`config.mk`:
```
export PLATFORM = sky130hd
export DESIGN_NAME = ifu_prefetch
export DESIGN_NICKNAME = d
export VERILOG_FILES = /design/src/rtl/ifu_pkg.sv /design/src/rtl/ifu_inst_fifo.sv /design/src/rtl/ifu_prefetch.sv
export SDC_FILE = /design/constraint.sdc
export NUM_CORES = 1
export LEC_CHECK = 0
export BUFFER_PORTS_ARGS = -buffer_cell sky130_fd_sc_hd__buf_2
export CAP_MARGIN = 20
export CORE_AREA = 10 10 214 216
export CTS_CLUSTER_SIZE = 40
export DETAILED_ROUTE_END_ITERATION = 10
export DIE_AREA = 0 0 224 226
export PLACE_DENSITY_LB_ADDON = 0.25
export SETUP_SLACK_MARGIN = 0.2
export SLEW_MARGIN = 10
export SYNTH_ARGS = -nofsm -noshare
export SYNTH_HDL_FRONTEND = slang
export SYNTH_HIERARCHICAL = 1
export SYNTH_SLANG_ARGS = --single-unit
export TNS_END_PERCENT = 30
```
`constraint.sdc`:
```
create_clock -name clk -period 4.7 [get_ports clk]
set_input_delay 0.94 -clock clk [delete_from_list [all_inputs] [get_ports clk]]
set_output_delay 0.94 -clock clk [all_outputs]
set_load 0.005 [all_outputs]
```
`src/rtl/ifu_pkg.sv`:
```
// Shared definitions for the instruction fetch unit: default widths, the
// reset fetch address, the canonical NOP encoding and the prefetch entry type.
package ifu_pkg;

  localparam int unsigned IFU_XLEN     = 32;
  localparam logic [31:0] IFU_RESET_PC = 32'h8000_0000;
  localparam logic [31:0] NOP          = 32'h0000_0013;

  // One prefetched instruction together with the address it was fetched from.
  typedef struct packed {
    logic [IFU_XLEN-1:0] pc;
    logic [31:0]         inst;
  } fetch_entry_t;

endpackage

```
`src/rtl/ifu_inst_fifo.sv`:
```
// Prefetch buffer: a synchronous FIFO of fetch entries with a single-cycle
// flush, an occupancy count, and same-cycle push/pop honoured even when full.
// The head entry reads as all zeros while the buffer is empty.
module ifu_inst_fifo
  import ifu_pkg::*;
#(
  parameter int unsigned DEPTH = 4,
  localparam int unsigned AW   = $clog2(DEPTH),
  localparam int unsigned CW   = $clog2(DEPTH + 1)
) (
  input  logic         clk,
  input  logic         rst,
  input  logic         flush_i,
  input  logic         push_i,
  input  fetch_entry_t push_data_i,
  input  logic         pop_i,
  output fetch_entry_t head_o,
  output logic         empty_o,
  output logic [CW-1:0] count_o
);

  fetch_entry_t  mem_q [DEPTH];
  logic [AW-1:0] rdPtr_q;
  logic [AW-1:0] wrPtr_q;
  logic [CW-1:0] count_q;
  logic          full;
  logic          doPush;
  logic          doPop;

  assign empty_o = (count_q == '0);
  assign full    = (count_q == CW'(DEPTH));
  assign doPop   = pop_i && !empty_o;
  assign doPush  = push_i && (!full || doPop);
  assign head_o  = empty_o ? '0 : mem_q[rdPtr_q];
  assign count_o = count_q;

  // Pointer and occupancy bookkeeping; a flush empties the buffer outright.
  always_ff @(posedge clk) begin
    if (rst || flush_i) begin
      rdPtr_q <= '0;
      wrPtr_q <= '0;
      count_q <= '0;
    end else begin
      if (doPush) wrPtr_q <= wrPtr_q + 1'b1;
      if (doPop)  rdPtr_q <= rdPtr_q + 1'b1;
      case ({doPush, doPop})
        2'b10:   count_q <= count_q + 1'b1;
        2'b01:   count_q <= count_q - 1'b1;
        default: count_q <= count_q;
      endcase
    end
  end

  // Entry storage; needs no reset because the count gates what is visible.
  always_ff @(posedge clk) begin
    if (doPush && !flush_i && !rst) begin
      mem_q[wrPtr_q] <= push_data_i;
    end
  end

endmodule

```
`src/rtl/ifu_prefetch.sv`:
```
// Instruction fetch unit with prefetch buffer. Generates sequential word
// addresses, keeps up to MAX_OUTST requests in flight, and hands {pc, inst}
// pairs to the decoder. Issue is credit-limited so every response that is
// not being dropped is guaranteed a buffer slot. A jump redirect flushes the
// buffer and marks all still-in-flight responses to be discarded on arrival.
// Optional performance counters are enabled by defining IFU_PERF_CNT_EN.
module ifu_prefetch
  import ifu_pkg::*;
#(
  parameter int unsigned      XLEN       = IFU_XLEN,
  parameter logic [XLEN-1:0]  RESET_PC   = IFU_RESET_PC,
  parameter int unsigned      FIFO_DEPTH = 4,
  parameter int unsigned      MAX_OUTST  = 2
) (
  input  logic            clk,
  input  logic            rst,
  input  logic            redirect_valid,
  input  logic [XLEN-1:0] redirect_pc,
  output logic            imem_req_valid,
  input  logic            imem_req_ready,
  output logic [XLEN-1:0] imem_req_addr,
  input  logic            imem_rsp_valid,
  input  logic [31:0]     imem_rsp_data,
  output logic            inst_valid,
  input  logic            inst_ready,
  output logic [31:0]     inst_data,
  output logic [XLEN-1:0] inst_pc
`ifdef IFU_PERF_CNT_EN
  ,
  output logic [31:0]     perf_fetch_cnt,
  output logic [31:0]     perf_flush_cnt,
  output logic [31:0]     perf_stall_cnt
`endif
);

  localparam int unsigned OW = $clog2(MAX_OUTST + 1);
  localparam int unsigned QW = (MAX_OUTST > 1) ? $clog2(MAX_OUTST) : 1;
  localparam int unsigned CW = $clog2(FIFO_DEPTH + 1);

  logic [XLEN-1:0] fetchPc_q, fetchPc_d;
  logic [XLEN-1:0] pcQueue_q [MAX_OUTST];
  logic [QW-1:0]   pcWr_q, pcRd_q;
  logic [OW-1:0]   outst_q, outst_d;
  logic [OW-1:0]   drop_q, drop_d;

  logic [CW-1:0]   fifoCount;
  logic            fifoEmpty;
  fetch_entry_t    fifoHead;
  fetch_entry_t    fifoWrData;

  logic            outstOk;
  logic            creditOk;
  logic            reqFire;
  logic            rspFire;
  logic            rspKeep;
  logic            instFire;

  // Advance a PC-queue pointer, wrapping at the queue depth.
  function automatic logic [QW-1:0] qNext(input logic [QW-1:0] p);
    if (int'(p) == int'(MAX_OUTST) - 1) return '0;
    return p + 1'b1;
  endfunction

  assign outstOk        = int'(outst_q) < int'(MAX_OUTST);
  assign creditOk       = (int'(fifoCount) + int'(outst_q)) < int'(FIFO_DEPTH);
  assign imem_req_valid = !rst && !redirect_valid && outstOk && creditOk;
  assign imem_req_addr  = fetchPc_q;
  assign reqFire        = imem_req_valid && imem_req_ready;

  // Beats arriving with nothing outstanding are leftovers from before a reset.
  assign rspFire = imem_rsp_valid && (outst_q != '0);
  assign rspKeep = rspFire && (drop_q == '0) && !redirect_valid;

  assign inst_valid = !fifoEmpty && !redirect_valid;
  assign instFire   = inst_valid && inst_ready;
  assign inst_pc    = fifoHead.pc;
  assign inst_data  = fifoHead.inst;

  assign fifoWrData = '{pc: pcQueue_q[pcRd_q], inst: imem_rsp_data};

  // Next fetch address, in-flight count and drop count; a redirect overrides
  // the fetch address and condemns every request still in flight.
  always_comb begin
    fetchPc_d = fetchPc_q;
    outst_d   = outst_q;
    drop_d    = drop_q;
    if (reqFire) fetchPc_d = fetchPc_q + XLEN'(4);
    if (redirect_valid) fetchPc_d = redirect_pc & ~XLEN'(3);
    case ({reqFire, rspFire})
      2'b10:   outst_d = outst_q + 1'b1;
      2'b01:   outst_d = outst_q - 1'b1;
      default: outst_d = outst_q;
    endcase
    if (redirect_valid) begin
      drop_d = outst_d;
    end else if (rspFire && (drop_q != '0)) begin
      drop_d = drop_q - 1'b1;
    end
  end

  // Fetch-side state registers and PC-queue pointers.
  always_ff @(posedge clk) begin
    if (rst) begin
      fetchPc_q <= RESET_PC;
      outst_q   <= '0;
      drop_q    <= '0;
      pcWr_q    <= '0;
      pcRd_q    <= '0;
    end else begin
      fetchPc_q <= fetchPc_d;
      outst_q   <= outst_d;
      drop_q    <= drop_d;
      if (reqFire) pcWr_q <= qNext(pcWr_q);
      if (rspFire) pcRd_q <= qNext(pcRd_q);
    end
  end

  // Remember the address of each accepted request so its response can be tagged.
  always_ff @(posedge clk) begin
    if (reqFire) begin
      pcQueue_q[pcWr_q] <= fetchPc_q;
    end
  end

  ifu_inst_fifo #(
    .DEPTH(FIFO_DEPTH)
  ) u_fifo (
    .clk        (clk),
    .rst        (rst),
    .flush_i    (redirect_valid),
    .push_i     (rspKeep),
    .push_data_i(fifoWrData),
    .pop_i      (instFire),
    .head_o     (fifoHead),
    .empty_o    (fifoEmpty),
    .count_o    (fifoCount)
  );

`ifdef IFU_PERF_CNT_EN
  // Delivered-instruction, redirect and decoder-starvation event counters.
  always_ff @(posedge clk) begin
    if (rst) begin
      perf_fetch_cnt <= '0;
      perf_flush_cnt <= '0;
      perf_stall_cnt <= '0;
    end else begin
      if (instFire)                 perf_fetch_cnt <= perf_fetch_cnt + 32'd1;
      if (redirect_valid)           perf_flush_cnt <= perf_flush_cnt + 32'd1;
      if (inst_ready && !inst_valid) perf_stall_cnt <= perf_stall_cnt + 32'd1;
    end
  end
`endif

endmodule
```
==> impl_summary.md, run 1 <==
Cells and area
The post-layout utilization of the core is 0.419. The final antenna diode count is 0. The area growth from synthesis to layout is 18.6%.

The library cells used most frequently in the layout, excluding fill and tap cells, are edfxtp_1 (316), buf_2 (163), mux4_2 (60), nor2b_1 (55), dfxtp_1 (44). The number of nets in the final layout is between 1000 and 1500. The commonest non-fill, non-tap cell in the layout is edfxtp_1. In the final layout, the share of cells above drive strength 1 is 0.339.

Synthesis
The largest total area in the synthesized netlist belongs to edfxtp_1. The synthesized design contains ~360 register bits. The area share of the leading cell type in the synthesized netlist is 0.646. The mean instance size in the synthesized netlist is 17.4 um2.

The number of synthesized flops with an enable pin is around 320. Sorting the synthesized cells by area gives the leading types as edfxtp_1 (65%), mux4_2 (9.2%), dfxtp_1 (6.3%). Synthesis produced a netlist whose cell count is 842. The number of synthesis warnings is 6. In the synthesized netlist the dominant register cell turns out to be edfxtp_1.

The share of the Yosys chip area taken by registers is 0.709. Yosys mapped the design onto 65 distinct sky130hd cell types. Of all flip-flops after synthesis, the portion carrying an async set or reset was 0. The post-synthesis instance area is 14700 um2.

Drt
The wire length per cell is 20.4 um. The number of DRC markers after the initial detailed-route iteration is 506. After detailed routing, the number of remaining DRC violations is 0.

After detailed routing, the number of vias per cell comes to 4.96. The first TritonRoute pass finished after 4 iterations. In this run the remaining antenna-violating nets after routing total 0. The count of vias placed by the detailed router is about 7900. The routed design has approximately 33 mm of wire.

Placement
Before CTS, the worst setup slack after placement is 1.22 ns. Routability-driven placement finished with a final weighted congestion of 0.741. The count of port buffers added during placement is between 150 and 200. The wire-length estimate of the detail-placed layout is roughly 20 mm.

Clock tree
No sink is reached through more buffers than the 3 on the longest clock path. The post-CTS setup buffer count is 0. The CTS tree is done. The root buffer cell chosen for the clock tree is clkbuf_16. Post-CTS repair changed the size of 0 cells. The number of clock sinks is around 360.

In this run the number of H-tree levels came out at 2. Buffers inserted to repair hold after CTS numbered 0. The source-to-sink clock delay at the later pin of the worst-skew pair is ~0.54 ns. The number of buffers created by CTS is 40. The clock-pin slew of the registers on the worst-case setup and hold paths is approximately 0.060 ns.

Timing
The max-slew violation count is 0. The smallest clock period supported by the final layout is computed as between 3 and 4 ns. In the final timing run, aggregate negative setup slack is 0 ns.

The achievable clock frequency is about 0.28 GHz. The number of failing hold endpoints at the final stage came to 0. The final hold slack is 0.508 ns.

The largest clock skew in the final design is 0.0150 ns. For the pin with the worst max-slew slack, the measured transition is about 1.1 ns. Setup repair after global routing left no endpoint under its margin. Headroom to the max-slew limit came out at 0.290.

The worst path meets setup with 1.11 ns of slack. The final-report setup violation count is 0. In the finished design, the share of the clock period the worst path needs comes to 0.764.

Power
The power per cell area is roughly 400 nW/um2. The total power is between 6000 and 7000 uW. For this design the static power due to leakage is around 0.006 uW. The worst vdd rail ir drop is around 0.26 mV.

Worst setup path
STA classifies the critical path startpoint as a flip-flop. On the critical path the largest part of the delay comes from flip-flops. On the worst path, the slowest cell contributes a delay of approximately 0.86 ns. The data required time of the worst path is around 3.8 ns. The number of buffers and inverters on the critical path is 2.

The critical path in this run is classified as flip-flop to output pin. STA classifies the critical path endpoint as an output pin. The signal on the critical path passes through buf_12, mux4_2, nor2b_4, buf_2. The launching point of the worst reg2reg path is u_fifo/count_o[2].

At the worst endpoint, the arrival time is around 2.7 ns. The critical path's slowest cell is dfxtp_4. The maximum fanout count along the critical path is 34.

Global routing
The initial antenna violation count is 0. The final global-route overflow total is 0. The first global-routing pass estimated 50.5 mm of wire. The largest net degree at the start of global routing is 65. The number of global-route vias before repair is 8157.

The aggregate global-route resource usage is 0.130.

Die
The effective utilization at floorplan is 0.353. The die outline width is approximately 220 um. The die covers 50600 um2. Row generation in the floorplan step produced 75 rows. The floorplan die height is 226 um. The core area is 41600 um2. During I/O placement, the number of pins put on the boundary was roughly 170.

Outcome
The flow ran to the end, and the final reports show no timing, DRC or antenna violations.

Hold path
The worst hold-check path type is flip-flop to flip-flop. The worst hold path startpoint is pcRd_q.

Run
The number of maximum-capacitance violations is 0.
==> sequential cells by signal, summed over array words and instances (netlist names), named ones only <==
name and cells:
u_fifo/count_o 3, u_fifo/wrPtr_q 2, pcWr_q 1, u_fifo/rdPtr_q 2, pcRd_q 1, outst_q 2
pcQueue_q 60, u_fifo/mem_q 256, drop_q 2, imem_req_addr 30
==> tightest hold or removal path: stages, from the launching register on <==
cell and delay [ns]:
dfxtp_1 0.32, xor2_1 0.08, nor2_1 0.07
==> cells in the mapped netlist (5+ instances only) <==
master	n
buf_4	5
buf_12	6
nor2b_1	55
o21ai_0	17
mux2_2	33
ha_1	8
a21oi_1	22
xor2_1	7
nand2_1	34
inv_1	12
nor3_1	8
buf_2	19
a31oi_1	22
or3_1	9
xnor2_1	5
edfxtp_1	316
nand4_1	14
nor2_1	36
mux4_2	60
and2_1	11
nand3_1	10
clkbuf_1	13
nor2b_4	10
dfxtp_1	46
==> worst paths after layout <==
path,endpoint,slack [ns],depth (start not counted)
setup / recovery,inst_pc[9],1.11,4
hold / removal,flip-flop,0.51,2
setup reg to reg,u_fifo/mem_q[1][30],1.84,7
hold reg to reg,flip-flop,0.51,2
==> power by group <==
| part | internal [uW] | leakage, uW | total (uW) | switching [uW] |
|---|---|---|---|---|
| clock | 1840 | 0.000621 | 3030 | 1200 |
| sequential | 3570 | 0.00324 | 3620 | 49.2 |
| combinational | 129 | 0.00203 | 302 | 173 |
==> area by class of cell <==
cell class,instances,area [um2]
Multi-Input combinational cell,428,3940
Clock inverter,16,185
Clock buffer,55,1090
Inverter,13,48.8
Timing Repair Buffer,184,1060
Sequential cell,362,10400
Fill cell,3758,24200
Tap cell,539,674
==> layer usage <==
| layer | global-route usage | vias to the layer above | share of wire | wire (um) |
|---|---|---|---|---|
| li1 | - | 3664 | - | - |
| met3 | 0.0376 | 40 | 0.060 | 1970 |
| met4 | 0.0307 | 0 | 0.016 | 510 |
| met5 | 0 | - | 0 | 0 |
| met2 | 0.206 | 204 | 0.47 | 15300 |
| met1 | 0.172 | 4017 | 0.46 | 14800 |
==> cells by family after synthesis <==
logic type / after synthesis / share of synthesized area
mux: 102 / 0.128
xor+xnor: 12 / 0.00715
flops: 362 / 0.709
simple gates: 211 / 0.0862
other cells: 1 / 0.000255
compound gates: 84 / 0.0352
fa+ha+maj: 9 / 0.00818
buf+inv: 61 / 0.0264
==> through the flow <==
step | area (um2) | std cells
2_1_floorplan | 14700 | 851
3_3_place_gp | 16100 | 1526
3_5_place_dp | 16100 | 1526
4_1_cts | 17400 | 1597
5_1_grt | 17400 | 1597
6_report | 17400 | 1597
Note: power is estimated with default switching activity, not from simulation.
==> run 2, diff against run 1 <==
==> constraint.sdc (replaced) <==
create_clock -name clk -period 3.6 [get_ports clk]
set_input_delay 0.72 -clock clk [delete_from_list [all_inputs] [get_ports clk]]
set_output_delay 0.72 -clock clk [all_outputs]
set_load 0.005 [all_outputs]
==> impl_summary.md, run 2 (synthesis results as in run 1) <==
Power
The completed layout was analyzed and its total power is about 9100 uW. The leakage power of the design is 0.00589 uW. The worst vdd rail ir drop is around 0.30 mV. Dividing total power by cell area gives a power density of between 500 and 600 nW/um2.

Placement
The count of port buffers added during placement is 163. OpenSTA, run right after detailed placement, puts the worst setup slack at 0.572 ns. Detailed placement finished with a half-perimeter wire length of just under 20 mm. The placed instance count is 1525. At the end of routability-driven placement, the weighted congestion stood at approximately 0.78.

Hold path
The min-delay analysis places its worst path in the category primary input to flip-flop. The worst hold path startpoint is imem_rsp_data[30]. The hold-critical path depth is 1.

Global routing
The initial antenna violation count is 0. The number of global-route vias before repair came to ~8100. In the global route stage, overall resource usage came out at 0.129. The first global-routing pass estimated ~50 mm of wire. The final global-route overflow total is 0. The largest net degree at the start of global routing is 65.

Cells and area
The relative area change from synthesis to final layout is 18.7%. The repair_antennas step left the layout with diodes totalling 0. In the final layout, flip-flops and latches occupy between 10000 and 15000 um2. Leaving out fill and tap cells, the most frequent cell in the layout is edfxtp_1. The number of nets in the final layout is between 1000 and 1500. The number of flip-flops under the largest register name is roughly 260.

The multi-input combinational cells in the finished layout cover a total of between 3000 and 4000 um2. The top cell types in the final layout, fill and taps aside, are edfxtp_1 (316), buf_2 (163), mux4_2 (60), nor2b_1 (55), dfxtp_1 (44). The filler cell count in the final layout is ~3700. The share of cells above drive strength 1 is 0.343.

The top register by number of flip-flops is u_fifo/mem_q. The final cell count without fillers is 1596.

Die
The floorplan step set the die width to around 220 um. The floorplan die height is around 230 um. The number of I/O pins is about 170. The row count is 75. The effective utilization at floorplan is 0.353. The floorplan die area is around 51000 um2. The core area is just over 40000 um2.

Run
The tool flagged a number of max-cap violations equal to 0.

Drt
The number of DRC violations after detailed routing is 0. The detailed-router iteration count before antenna repair is 5. The number of vias per cell after detailed routing is approximately 5.0. The final layout contains routed wiring with a total length of approximately 33 mm. The number of DRC markers after the initial detailed-route iteration is between 600 and 700. The count of vias placed by the detailed router is a little under 8000. After detailed routing, the average wire length per cell comes to 20.6 um. The remaining number of nets flagged by the antenna check after routing is 0.

Clock tree
In this run, CTS created clock tree buffers numbering 40. The post-CTS setup buffer count is 0. For this design, the sink count on the clock tree is between 300 and 400. The clock passes through at most 3 buffers. The source-to-sink clock delay at the later pin of the worst-skew pair is 0.55 ns. The CTS tree is done. In this run, post-CTS hold repair placed 0 buffers. The clock-pin slew of the registers on the worst-case setup and hold paths is 0.06 ns. The number of resized instances in the post-cts repair step is 0. CTS built an H-tree with a depth of 2.

The buffer cell driving the clock tree root is clkbuf_16.

Timing
The worst pin sits at a relative slew slack of 0.316. Setup violations remaining at the end of the flow were counted as 0. The max-slew violation count is 0. At the pin with the least slew margin, the transition time is 1.03 ns. The post-layout minimum cycle time is 3.16 ns. The final hold slack is between 0.3 and 0.4 ns.

Setup repair after global routing left no endpoint under its margin. The smallest setup slack after layout is ~0.44 ns. The largest clock skew in the final design is between 0.01 and 0.015 ns. Of the available clock period, the critical path in the final layout requires 0.878. The number of failing hold endpoints at the final stage is 0.

Static timing analysis puts the maximum clock frequency at between 0.3 and 0.4 GHz.

Worst setup path
The register-to-register path setup slack is 0.90 ns. In this run the critical register-to-register path is captured at u_fifo/mem_q[3][2]. The worst register-to-register path has a depth of 7. The capturing element type of the critical path is an output pin. The critical path endpoint is inst_pc[3]. Data on the critical path is required at its endpoint by 2.88 ns. The maximum fanout count along the critical path is 23. Data on the critical path arrives at its endpoint at 2.44 ns. STA classifies the critical path startpoint as a flip-flop.

The critical path is of the flip-flop to output pin type. In this run the critical register-to-register path is launched from u_fifo/count_o[1].

Outcome
The run finished with clean final reports.
## run 2: changes by cell type in the layout (fill, tap and decap cells not counted)
cell | before | now
clkinvlp_4 | 0 | 3
buf_4 | 14 | 12
clkinv_4 | 1 | 0
clkbuf_8 | 1 | 2
clkinv_1 | 6 | 4
clkinv_2 | 4 | 6
buf_12 | 7 | 8
clkbuf_1 | 13 | 10
## run 2: how the worst min path moves through the flow
stage | slack, ns | endpoint
3_5_place_dp | 0.49 | flip-flop
3_3_place_gp | 0.49 | u_fifo/rdPtr_q[1]
5_1_grt | 0.35 | u_fifo/mem_q[3][26]
4_1_cts | 0.34 | u_fifo/mem_q[1][26]
2_1_floorplan | 0.47 | pcQueue_q[0][6]
6_report | 0.38 | u_fifo/mem_q[0][30]
## run 2: worst max-delay path: stages, from the launching register on
cell and delay [ns]:
dfxtp_4 0.67, buf_12 0.30, mux4_2 0.58, nor2b_1 0.15
buf_2 0.17
## run 2: power breakdown
| part | leakage (uW) | internal, uW | total (uW) | switching [uW] |
|---|---|---|---|---|
| clock | 0.000626 | 2420 | 4020 | 1600 |
| sequential | 0.00324 | 4660 | 4720 | 63.1 |
| combinational | 0.00203 | 170 | 397 | 227 |
## run 2: cell type report
class,instances,share of cell area
sequential,362,0.597
clock inverter,18,0.0115
tap,539,0.0387
timing repair buffer,183,0.0611
multi-input combinational,428,0.226
clock buffer,53,0.0625
inverter,13,0.00280
## run 2: through the flow
| stage | util | instance area, um2 | setup TNS (ns) |
|---|---|---|---|
| floorplan | - | 14700 | -45.16 |
| global placement | 0.389 | 16200 | 0 |
| detailed placement | 0.389 | 16200 | 0 |
| CTS | 0.420 | 17400 | 0 |
| global route | 0.420 | 17400 | 0 |
| finish | 0.420 | 17400 | 0 |
## run 2: metal layers
layer	part of all wire	GRT usage	up-vias
met5	0	0	-
met4	0.018	0.0342	0
met3	0.064	0.0381	42
met2	0.47	0.201	216
met1	0.45	0.173	4014
li1	-	-	3662
